### src/rtl/beta_inv_seq.sv
// beta_inv_seq: iterative inverse of the SWAN beta S-box layer on one half-block.
// LANES 4-bit columns are substituted per cycle behind valid/ready handshakes.
module beta_inv_seq #(
    parameter int BLOCK_SIZE  = 64,
    parameter int SIDE_SIZE   = BLOCK_SIZE / 2,
    parameter int COLUMN_SIZE = SIDE_SIZE / 4,
    parameter int LANES       = 1
) (
    input  logic                 clk,
    input  logic                 rst,
    input  logic                 in_valid,
    output logic                 in_ready,
    input  logic [0:SIDE_SIZE-1] x,
    output logic                 out_valid,
    input  logic                 out_ready,
    output logic [0:SIDE_SIZE-1] y,
    output logic                 busy
);

    localparam int STEPS = COLUMN_SIZE / LANES;
    localparam int CNT_W = (STEPS > 1) ? $clog2(STEPS) : 1;
    localparam int IDX_W = $clog2(SIDE_SIZE);
    localparam logic [CNT_W-1:0] CNT_LAST = CNT_W'(STEPS - 1);

    typedef enum logic [1:0] {
        IDLE = 2'd0,
        BUSY = 2'd1,
        DONE = 2'd2
    } state_t;

    state_t                 state_r;
    state_t                 state_nxt_s;
    logic [0:SIDE_SIZE-1]   data_r;
    logic [0:SIDE_SIZE-1]   data_nxt_s;
    logic [0:SIDE_SIZE-1]   subst_s;
    logic [CNT_W-1:0]       cnt_r;
    logic [CNT_W-1:0]       cnt_nxt_s;
    logic [IDX_W-1:0]       base_s;
    logic [3:0]             nib_s;
    logic [3:0]             inv_s;
    logic                   in_ready_r;
    logic                   out_valid_r;
    logic                   busy_r;

    // Inverse of beta_table {1,2,C,5,7,8,A,F,4,D,B,E,9,6,0,3}.
    function automatic logic [3:0] sbox_inv(input logic [3:0] v);
        case (v)
            4'h0:    sbox_inv = 4'hE;
            4'h1:    sbox_inv = 4'h0;
            4'h2:    sbox_inv = 4'h1;
            4'h3:    sbox_inv = 4'hF;
            4'h4:    sbox_inv = 4'h8;
            4'h5:    sbox_inv = 4'h3;
            4'h6:    sbox_inv = 4'hD;
            4'h7:    sbox_inv = 4'h4;
            4'h8:    sbox_inv = 4'h5;
            4'h9:    sbox_inv = 4'hC;
            4'hA:    sbox_inv = 4'h6;
            4'hB:    sbox_inv = 4'hA;
            4'hC:    sbox_inv = 4'h2;
            4'hD:    sbox_inv = 4'h9;
            4'hE:    sbox_inv = 4'hB;
            4'hF:    sbox_inv = 4'h7;
            default: sbox_inv = 4'h0;
        endcase
    endfunction

    // Substitute the columns selected by cnt_r; column j is {d[j], d[j+8], d[j+16], d[j+24]}.
    always_comb begin
        subst_s = data_r;
        base_s  = '0;
        nib_s   = 4'h0;
        inv_s   = 4'h0;
        for (int l = 0; l < LANES; l++) begin
            base_s = IDX_W'(cnt_r) * IDX_W'(LANES) + IDX_W'(l);
            nib_s  = {data_r[base_s],
                      data_r[base_s + IDX_W'(COLUMN_SIZE)],
                      data_r[base_s + IDX_W'(2 * COLUMN_SIZE)],
                      data_r[base_s + IDX_W'(3 * COLUMN_SIZE)]};
            inv_s  = sbox_inv(nib_s);
            subst_s[base_s]                             = inv_s[3];
            subst_s[base_s + IDX_W'(COLUMN_SIZE)]       = inv_s[2];
            subst_s[base_s + IDX_W'(2 * COLUMN_SIZE)]   = inv_s[1];
            subst_s[base_s + IDX_W'(3 * COLUMN_SIZE)]   = inv_s[0];
        end
    end

    // Next-state, next-data and counter logic for the IDLE/BUSY/DONE machine.
    always_comb begin
        state_nxt_s = state_r;
        data_nxt_s  = data_r;
        cnt_nxt_s   = cnt_r;
        case (state_r)
            IDLE: begin
                if (in_valid && in_ready_r) begin
                    data_nxt_s  = x;
                    cnt_nxt_s   = '0;
                    state_nxt_s = BUSY;
                end else begin
                    state_nxt_s = IDLE;
                end
            end
            BUSY: begin
                data_nxt_s = subst_s;
                cnt_nxt_s  = cnt_r + 1'b1;
                if (cnt_r == CNT_LAST) begin
                    state_nxt_s = DONE;
                end else begin
                    state_nxt_s = BUSY;
                end
            end
            DONE: begin
                if (out_ready) begin
                    state_nxt_s = IDLE;
                end else begin
                    state_nxt_s = DONE;
                end
            end
            default: begin
                state_nxt_s = IDLE;
            end
        endcase
    end

    // State register.
    always_ff @(posedge clk or posedge rst) begin
        if (rst) begin
            state_r <= IDLE;
        end else begin
            state_r <= state_nxt_s;
        end
    end

    // Data, counter and handshake flags; flags come from the next state so outputs are registered.
    always_ff @(posedge clk or posedge rst) begin
        if (rst) begin
            data_r      <= '0;
            cnt_r       <= '0;
            in_ready_r  <= 1'b0;
            out_valid_r <= 1'b0;
            busy_r      <= 1'b0;
        end else begin
            data_r      <= data_nxt_s;
            cnt_r       <= cnt_nxt_s;
            in_ready_r  <= (state_nxt_s == IDLE);
            out_valid_r <= (state_nxt_s == DONE);
            busy_r      <= (state_nxt_s == BUSY);
        end
    end

    assign in_ready  = in_ready_r;
    assign out_valid = out_valid_r;
    assign busy      = busy_r;
    assign y         = data_r;

endmodule
### config.mk
export PLATFORM = sky130hd
export DESIGN_NAME = beta_inv_seq
export DESIGN_NICKNAME = d
export VERILOG_FILES = /design/src/rtl/beta_inv_seq.sv
export SDC_FILE = /design/constraint.sdc
export NUM_CORES = 1
export LEC_CHECK = 0
export CAP_MARGIN = 25
export CORE_MARGIN = 1
export CORE_UTILIZATION = 34
export DETAILED_ROUTE_END_ITERATION = 12
export PLACE_DENSITY = 0.67
export SLEW_MARGIN = 25
export SYNTH_ARGS = -nofsm -noshare
export SYNTH_HDL_FRONTEND = slang
export SYNTH_SLANG_ARGS = --single-unit
### constraint.sdc
create_clock -name clk -period 4 [get_ports clk]
set_input_delay 0.4 -clock clk [delete_from_list [all_inputs] [get_ports clk]]
set_output_delay 0.4 -clock clk [all_outputs]
set_load 0.01 [all_outputs]
==> results of run 1 <==
[per-layer routing]
layer | vias to the layer above | wire length (µm) | GRT usage
met5 | - | 0 | 0
met4 | 0 | 65 | 0.0561
met3 | 5 | 357 | 0.0279
met2 | 66 | 3030 | 0.297
met1 | 999 | 2700 | 0.234
li1 | 967 | - | -
[worst min path at each step]
| stage | end | depth (start not counted) | slack (ns) |
|---|---|---|---|
| 2_1_floorplan | y[19] | 2 | 0.55 |
| 3_3_place_gp | y[11] | 2 | 0.54 |
| 3_5_place_dp | y[19] | 2 | 0.54 |
| 4_1_cts | y[14] | 3 | 0.56 |
| 5_1_grt | y[27] | 2 | 0.62 |
| 6_report | out_valid | 3 | 0.53 |
[synthesized netlist by cell type, types with 3 or more instances]
master	n	area [µm²]
mux2i_4	7	158
ha_1	8	100
mux2i_1	6	60.1
clkbuf_1	10	37.5
a22oi_1	4	30.0
o21ai_0	7	35.0
a21oi_1	28	140
nand2_1	6	22.5
mux4_2	6	135
nor2_1	3	11.3
nor3_1	32	160
a211oi_2	6	75.1
buf_6	3	33.8
dfrtp_1	40	1000
a211oi_1	22	165
inv_1	6	22.5
[worst register-to-register path, cell delays in order (launching register included)]
cell,delay [ns]
dfrtp_1,0.81
mux4_1,0.66
mux2i_2,0.40
ha_1,0.33
inv_1,0.16
mux2i_1,0.14
mux2i_4,0.32
a211oi_1,0.14
[layout make-up]
cell class | instances | share of cell area
sequential | 40 | 0.303
multi-input combinational | 155 | 0.395
tap | 96 | 0.0364
timing repair buffer | 76 | 0.226
inverter | 6 | 0.00683
clock buffer | 6 | 0.0220
clock inverter | 2 | 0.0106
[where the power goes]
group | internal [mW] | switching [mW] | total [mW]
logic | 1.18 | 1.29 | 2.47
registers | 0.616 | 0.242 | 0.858
clock network | 0.185 | 0.139 | 0.324
total | 1.98 | 1.67 | 3.65
[per-stage QoR]
step / power [mW] / setup slack, ns / instance area (µm²)
global route: 3.92 / 0.711 / 3300
detailed placement: 3.34 / 0.921 / 3180
finish: 3.65 / 0.886 / 3300
CTS: 3.66 / 0.900 / 3280
floorplan: 2.59 / 1.50 / 2400
global placement: 3.27 / 1.04 / 3180
[registers in the layout, indices dropped and copies added, names as in the netlist]
signal,flops
y,32
busy,1
state_r,2
out_valid,1
cnt_r,3
in_ready,1
[logic make-up (layout without fill, tap and decap cells)]
logic type               Yosys count  in the layout  share of synthesized area
AO/OA/AOI/OAI                     71             71                      0.196
AND/OR/NAND/NOR                   52             52                      0.111
flip-flops                        40             40                      0.416
multiplexers                      24             24                      0.187
buffers and inverters             23             90                     0.0489
adder cells (fa/ha/maj)            8              8                     0.0416
==> summary.txt, run 1 <==
Final ANT Viol Nets - 0
Die Height - 86.1 µm
Clk sinks - 40
Final setup viols - 0
Synth Flop Type - dfrtp_1
Total iterations of the first detailed-routing run - 4
Critical path's slowest cell - dfrtp_1
Footprint of the multi-input gates - 1300 µm²
Initial core utilization - 0.352
Slew margin rel. - 0.386
CTS tree - built
Hold-fix buffers, CTS - 0
Hold Path Class - in2async
Power Dens Cells - 1110 nW/µm²
Post-CTS Setup Bufs - 0
Reg-to-Reg Start - cnt_r[0]
WP data arrival - 3.25 ns
Share of the core filled with cells - 0.483
Largest net degree at the start of global routing - 41
CTS Root Cell - clkbuf_8
Final #Nets - 328
Fin crit period - 3.11 ns
DRC violations left - 0
Cells after synthesis - 218
Post_cts resized - 0
Commonest non-fill, non-tap cell in the layout - clkdlybuf4s50_1
Clk pin slew, worst setup/hold paths - 0.08 ns
Total Negative Setup Slacks - 0 ns
Worst Setup EP - y[29]
Peak Freq - 0.321 GHz
WP depth - 7
Initial antenna violation count - 0
P_leak - 1.30 nW
GRT Overall Usage - 0.177
Unrepaired setup endpoints after global routing - false
Final hold vios - 0
Vias in the first global route - 2031
Initial detailed-routing violation count - 84
H-tree Lvls - 2
FF-to-FF End - y[29]
Filler instances - 669
Core Rows - 30
CP Max Fanout - 17
Layout area overhead - 37.2%
Buffers on Ports - 70
Drt wl/cell - 16.2 µm
Max Root-Sink Buffers - 2
Register area share after synthesis - 0.416
Commonest non-fill, non-tap cells in the layout - 70 x clkdlybuf4s50_1, 40 x dfrtp_1, 30 x nor3_1
Core Footprint - 6830 µm²
CP delay by family, top - multiplexers
Layout Cells excl Fill - 381
Yosys cell types - 33
Syn avg cell area - 11.0 µm²
FF/Latch Area - 1000 µm²
Die extent in x - 86.1 µm
Clock skew - 0.00897 ns
Crit Path Category - reg2reg
Slowest cell delay on critical path - 0.81 ns
Die area - 7410 µm²
DP Wirelength - 4490 µm
Placed Instances - 373
Crit path launch - cnt_r[0]
Mapped Area - 2400 µm²
First-pass GRT wire length - 10100 µm
Worst setup EP type - flip-flop
EDFF count, synth - 0
Total CTS buffers - 5
CP bufs+invs - 1
R2R cell count - 7
Data required time of the critical path - 4.14 ns
GRT overflow - 0
Layout cell share with drive strength beyond 1 - 0.133
Setup crit start kind - flip-flop
Diodes inserted - 0
Clock latency on the worst-skew pair - 0.29 ns
Max-slew violation count - 0
Crit share post-route - 0.778
Status - completed
VDD IR max - 0.000623 V
Routed via count - 2037
Ys Warns - 0
Max-capacitance violation count - 0
Worst R2R Setup Slack - 0.89 ns
Gpl congestion - 0.845
Synth Register Bits - 40
Syn nets - 262
Async SR Flop Fraction - 1.00
Num ports - 71
Cell Chain, Critical Path - mux4_1 > mux2i_2 > ha_1 > inv_1 > mux2i_1 > mux2i_4 > a211oi_1
WL final - 6160 µm
DR vias/cell - 5.35
Min Hold Slack - 0.528 ns
Worst Tran Pin Value - 0.914 ns
No activity file was read; power rests on OpenSTA's default activity.
==> run 2: changes to the inputs <==
--- a/config.mk
+++ b/config.mk
@@ -9,7 +9,7 @@
 export CORE_MARGIN = 1
 export CORE_UTILIZATION = 34
 export DETAILED_ROUTE_END_ITERATION = 12
-export PLACE_DENSITY = 0.67
+export PLACE_DENSITY = 0.69
 export SLEW_MARGIN = 25
 export SYNTH_ARGS = -nofsm -noshare
 export SYNTH_HDL_FRONTEND = slang
==> constraint.sdc (replaced) <==
create_clock -name clk -period 2.53 [get_ports clk]
set_input_delay 0.253 -clock clk [delete_from_list [all_inputs] [get_ports clk]]
set_output_delay 0.253 -clock clk [all_outputs]
set_load 0.01 [all_outputs]
==> summary.txt, run 2 (synthesis gave the netlist of run 1 again) <==
Setup crit start kind - flip-flop
GRT overflow - 0 (unchanged)
Slowest cell delay on critical path - 0.54 ns (-0.27 ns)
CTS tree - built
Filler instances - 632 (-5.5%)
Worst setup EP type - flip-flop
WP data arrival - 2.63 ns (-0.62 ns)
Routed via count - 2085 (+2.4%)
Largest net degree at the start of global routing - 41 (unchanged)
Final setup viols - 0 (unchanged)
P_leak - 1.39 nW (+7.0%)
Crit path launch - cnt_r[0]
Total Negative Setup Slacks - 0 ns (unchanged)
M2 GR Usage - 0.313 (+0.0166)
Buffers on Ports - 70 (unchanged)
Drt wl/cell - 16.1 µm (-0.22%)
Core Rows - 30 (unchanged)
Initial antenna violation count - 0 (unchanged)
Worst R2R Setup Slack - 0.11 ns (-0.78 ns)
Unrepaired setup endpoints after global routing - true
Reg-to-Reg Start - cnt_r[0]
Crit share post-route - 0.956 (+0.178)
Clk sinks - 40 (unchanged)
Final #Nets - 345 (+5.2%)
Critical path's slowest cell - mux4_2
Power Dens Cells - 1860 nW/µm² (+68%)
CP Max Fanout - 9 (-8)
WL final - 6420 µm (+4.2%)
Final ANT Viol Nets - 0 (unchanged)
Total CTS buffers - 5 (unchanged)
Commonest non-fill, non-tap cell in the layout - clkdlybuf4s50_1
Layout cell share with drive strength beyond 1 - 0.192 (+0.0587)
Crit Path Category - reg2reg
Commonest non-fill, non-tap cells in the layout - 70 x clkdlybuf4s50_1, 39 x dfrtp_1, 32 x nor3_1
Placed Instances - 389 (+4.3%)
CP delay by family, top - multiplexers
M1 GR Usage - 0.244 (+0.0106)
Die Height - 86.1 µm (unchanged)
Slew margin rel. - 0.514 (+0.127)
Status - completed
Cell Chain, Critical Path - buf_4 > mux4_2 > mux2i_4 > buf_4 > mux2i_1 > mux2i_4 > buf_12 > a211oi_2
Worst Setup EP - y[17]
VDD IR max - 0.000999 V (+61%)
Worst Tran Pin Value - 0.730 ns (-0.184 ns)
Layout Cells excl Fill - 398 (+4.5%)
Die area - 7410 µm² (unchanged)
Clock latency on the worst-skew pair - 0.29 ns (about the same)
Die extent in x - 86.1 µm (unchanged)
Max FFs per register - 32 (unchanged)
Clock skew - 0.00452 ns (-0.00445 ns)
Initial detailed-routing violation count - 111 (+32%)
Vias in the first global route - 2080 (+2.4%)
Total iterations of the first detailed-routing run - 4 (unchanged)
Data required time of the critical path - 2.74 ns (-1.40 ns)
CP bufs+invs - 3 (+2)
FF-to-FF End - y[17]
Hold-fix buffers, CTS - 0 (unchanged)
DP Wirelength - 4700 µm (+4.8%)
CTS Root Cell - clkbuf_8
Global routing's busiest layer - met2
R2R cell count - 8 (+1)
Share of the core filled with cells - 0.506 (+0.0234)
Max-capacitance violation count - 0 (unchanged)
Fin crit period - 2.42 ns (-0.695 ns)
Max-slew violation count - 0 (unchanged)
Num ports - 71 (unchanged)
First-pass GRT wire length - 10600 µm (+4.2%)
Max Root-Sink Buffers - 2 (unchanged)
Layout area overhead - 43.9%
Clk pin slew, worst setup/hold paths - 0.08 ns (about the same)
WP depth - 8 (+1)
Hold Path Class - in2async
Core Footprint - 6830 µm² (unchanged)
DRC violations left - 0 (unchanged)
Gpl congestion - 0.775 (-8.3%)
H-tree Lvls - 2 (unchanged)
GRT Overall Usage - 0.185 (+0.00869)
DR vias/cell - 5.24 (-2.0%)
Peak Freq - 0.413 GHz (+29%)
Final hold vios - 0 (unchanged)
Global routing met3 resource utilization - 0.0423 (+0.0144)
Diodes inserted - 0 (unchanged)
Initial core utilization - 0.352 (unchanged)
## run 2: cell count changes in the layout (fill, tap and decap cells not counted), moves of 2 or more
cell and delta:
clkbuf_8 +2, buf_12 +2, buf_4 +15, nor3_1 +2
mux2i_2 +2, nor3_2 -2, mux2i_1 -2
## run 2: power by group
group	leakage (nW)	switching [mW]	internal, mW	total, mW
clock	0.0645	0.222	0.348	0.570
sequential	0.464	0.300	0.978	1.28
combinational	0.860	2.28	2.32	4.60
total	1.39	2.81	3.64	6.45
## run 2: area by class of cell
type,instances,area [µm²],share of cell area
inverter,6,22.5,0.00651
tap,96,120,0.0347
clock inverter,1,30.0,0.00868
multi-input combinational,155,1290,0.373
timing repair buffer,93,898,0.260
clock buffer,7,96.3,0.0278
sequential,40,1000,0.290
## run 2: metrics by stage
step	cell area (µm²)	setup slack [ns]	hold WS, ns	power, mW
finish	3460	0.111	0.384	6.45
global route	3460	-0.0353	0.465	6.91
CTS	3440	0.0422	0.409	6.18
detailed placement	3310	-0.00944	0.535	5.60
global placement	3310	0.0754	0.538	5.49
floorplan	2400	0.0310	0.407	4.09
## run 2: worst min path at each step
stage / from / to / slack, ns / cells past startpoint
after floorplan: x[19] / y[19] / 0.41 / 2
after global placement: y[3] / y[3] / 0.54 / 2
after detailed placement: y[27] / y[27] / 0.54 / 2
after CTS: rst / y[23] / 0.41 / 3
after global routing: rst / y[31] / 0.47 / 3
final: rst / y[23] / 0.38 / 3
## run 2: repair_timing
action	in CTS	in global routing
setup buffers	0	1
setup endpoints to repair	7	24
gates resized for setup	1	4
## run 2: per-layer routing
layer / wire length (µm) / up-vias
met5: 0 / -
met4: 55 / 0
met3: 385 / 5
met2: 3190 / 57
met1: 2790 / 1027
li1: - / 996
## run 2: worst reg2reg max path: stages, from the launching register on
cell and delay (ns):
dfrtp_2 0.46, buf_4 0.20, mux4_2 0.54, mux2i_4 0.19
buf_4 0.18, mux2i_1 0.29, mux2i_4 0.12, buf_12 0.16
a211oi_2 0.20
==> run 3: changes to the inputs <==
--- a/config.mk
+++ b/config.mk
@@ -6,6 +6,7 @@
 export NUM_CORES = 1
 export LEC_CHECK = 0
 export CAP_MARGIN = 25
+export CORE_ASPECT_RATIO = 2
 export CORE_MARGIN = 1
 export CORE_UTILIZATION = 34
 export DETAILED_ROUTE_END_ITERATION = 12
==> summary.txt, run 3 (synthesis gave the netlist of run 1 again) <==
R2R cell count - 7 (-1)
WP data arrival - 2.62 ns (about the same)
CP Max Fanout - 9 (unchanged)
Peak Freq - 0.413 GHz (about the same)
Max FFs per register - 32 (unchanged)
Slew margin rel. - 0.549 (+0.0350)
Initial detailed-routing violation count - 54 (-51%)
Final ANT Viol Nets - 0 (unchanged)
Setup crit start kind - flip-flop
Die extent in x - 61.5 µm (-29%)
Core Footprint - 6890 µm² (+0.81%)
P_leak - 1.44 nW (+3.9%)
Clk sinks - 40 (unchanged)
Final hold vios - 0 (unchanged)
Worst R2R Setup Slack - 0.11 ns (about the same)
H-tree Lvls - 2 (unchanged)
M1 GR Usage - 0.226 (-0.0187)
Hold-fix buffers, CTS - 0 (unchanged)
Data required time of the critical path - 2.73 ns (about the same)
Vias in the first global route - 2219 (+6.7%)
Num ports - 71 (unchanged)
Layout area overhead - 47.7%
Filler instances - 663 (+4.9%)
Min Hold Slack - 0.405 ns (+0.0214 ns)
GRT Overall Usage - 0.209 (+0.0237)
Status - completed
Commonest non-fill, non-tap cells in the layout - 70 x clkdlybuf4s50_1, 39 x dfrtp_1, 32 x nor3_1
Die Height - 121 µm (+40%)
Buffers on Ports - 70 (unchanged)
Total CTS buffers - 5 (unchanged)
Power Dens Cells - 1870 nW/µm² (+0.47%)
Routed via count - 2140 (+2.6%)
CTS tree - built
Diodes inserted - 0 (unchanged)
WL final - 6940 µm (+8.1%)
Commonest non-fill, non-tap cell in the layout - clkdlybuf4s50_1
Worst setup EP type - flip-flop
Crit share post-route - 0.956 (about the same)
Fin crit period - 2.42 ns (+0.000587 ns)
Initial core utilization - 0.349 (-0.00281)
Core Rows - 43 (+43%)
Global routing's busiest layer - met2
Placed Instances - 387 (-0.51%)
Initial antenna violation count - 0 (unchanged)
Share of the core filled with cells - 0.516 (+0.00921)
Gpl congestion - 0.825 (+6.5%)
Final #Nets - 349 (+1.2%)
DRC violations left - 0 (unchanged)
Clock skew - 0.00746 ns (+0.00294 ns)
DP Wirelength - 5180 µm (+10%)
Clk pin slew, worst setup/hold paths - 0.06 ns (-0.02 ns)
Layout cell share with drive strength beyond 1 - 0.203 (+0.0106)
Total iterations of the first detailed-routing run - 4 (unchanged)
Layout Cells excl Fill - 396 (-0.50%)
Hold Path Class - in2async
Max-slew violation count - 0 (unchanged)
Worst Tran Pin Value - 0.675 ns (-0.0550 ns)
Max Root-Sink Buffers - 2 (unchanged)
Clock latency on the worst-skew pair - 0.29 ns (about the same)
M2 GR Usage - 0.372 (+0.0592)
Unrepaired setup endpoints after global routing - true
Max-capacitance violation count - 0 (unchanged)
First-pass GRT wire length - 11000 µm (+4.4%)
Largest net degree at the start of global routing - 41 (unchanged)
DR vias/cell - 5.40 (+3.2%)
CTS Root Cell - clkbuf_16
Final setup viols - 0 (unchanged)
FF-to-FF End - y[28]
Drt wl/cell - 17.5 µm (+8.6%)
Die area - 7430 µm² (+0.28%)
Global routing met3 resource utilization - 0.0405 (-0.00184)
GRT overflow - 0 (unchanged)
Reg-to-Reg Start - cnt_r[0]
Crit Path Category - reg2reg
VDD IR max - 0.000944 V (-5.5%)
==> run 3: cell count changes in the layout (fill, tap and decap cells not counted), sizes merged <==
| cell | change |
|---|---|
| buf | +4 |
==> run 3: per-stage QoR <==
stage               TNS (ns)  setup slack, ns  instance area, µm²  power [mW]
detailed placement         0           0.0148                3330        5.59
finish                     0            0.111                3550        6.65
global placement           0            0.104                3330        5.48
global route         -0.0374          -0.0201                3550        7.10
CTS                        0          0.00365                3510        6.38
floorplan                  0           0.0310                2400        4.09
==> run 3: worst max-delay path: stages (launching register included) <==
cell	delay, ns
dfrtp_2	0.43
buf_6	0.18
mux4_2	0.54
mux2i_4	0.23
buf_4	0.20
mux2i_1	0.31
mux2i_4	0.18
a211oi_1	0.26
==> run 3: area by class of cell <==
| type | count | area, µm² | share of cell area |
|---|---|---|---|
| clock buffers | 7 | 153 | 0.0430 |
| clock inverters | 1 | 30.0 | 0.00846 |
| inverters | 6 | 22.5 | 0.00634 |
| multi-input cells | 155 | 1300 | 0.366 |
| flip-flops and latches | 40 | 1000 | 0.282 |
| well taps | 90 | 113 | 0.0317 |
| repair buffers | 97 | 932 | 0.263 |
==> run 3: how the worst max path moves through the flow <==
| stage | start | endpoint | slack, ns |
|---|---|---|---|
| detailed placement | cnt_r[0] | y[29] | 0.01 |
| finish | cnt_r[0] | y[28] | 0.11 |
| floorplan | cnt_r[0] | y[17] | 0.03 |
| CTS | cnt_r[0] | y[28] | 0.004 |
| global placement | cnt_r[0] | y[22] | 0.10 |
| global route | cnt_r[0] | y[13] | -0.02 |
==> run 3: where the power goes <==
group / total (mW) / leakage [nW] / internal [mW] / switching, mW
Clock: 0.774 / 0.0901 / 0.519 / 0.255
Sequential: 1.30 / 0.464 / 0.980 / 0.317
Combinational: 4.58 / 0.888 / 2.32 / 2.26
==> run 3: metal layers <==
layer / vias to the layer above / part of all wire / routed length (µm)
met3: 10 / 0.036 / 247
met2: 55 / 0.57 / 3950
li1: 1010 / - / -
met1: 1065 / 0.36 / 2530
met5: - / 0 / 0
met4: 0 / 0.030 / 211
==> run 3: timing repair <==
| item | in CTS | in global routing |
|---|---|---|
| setup buffers | 0 | 1 |
| setup endpoints to repair | 0 | 24 |
| gates resized for setup | 0 | 6 |
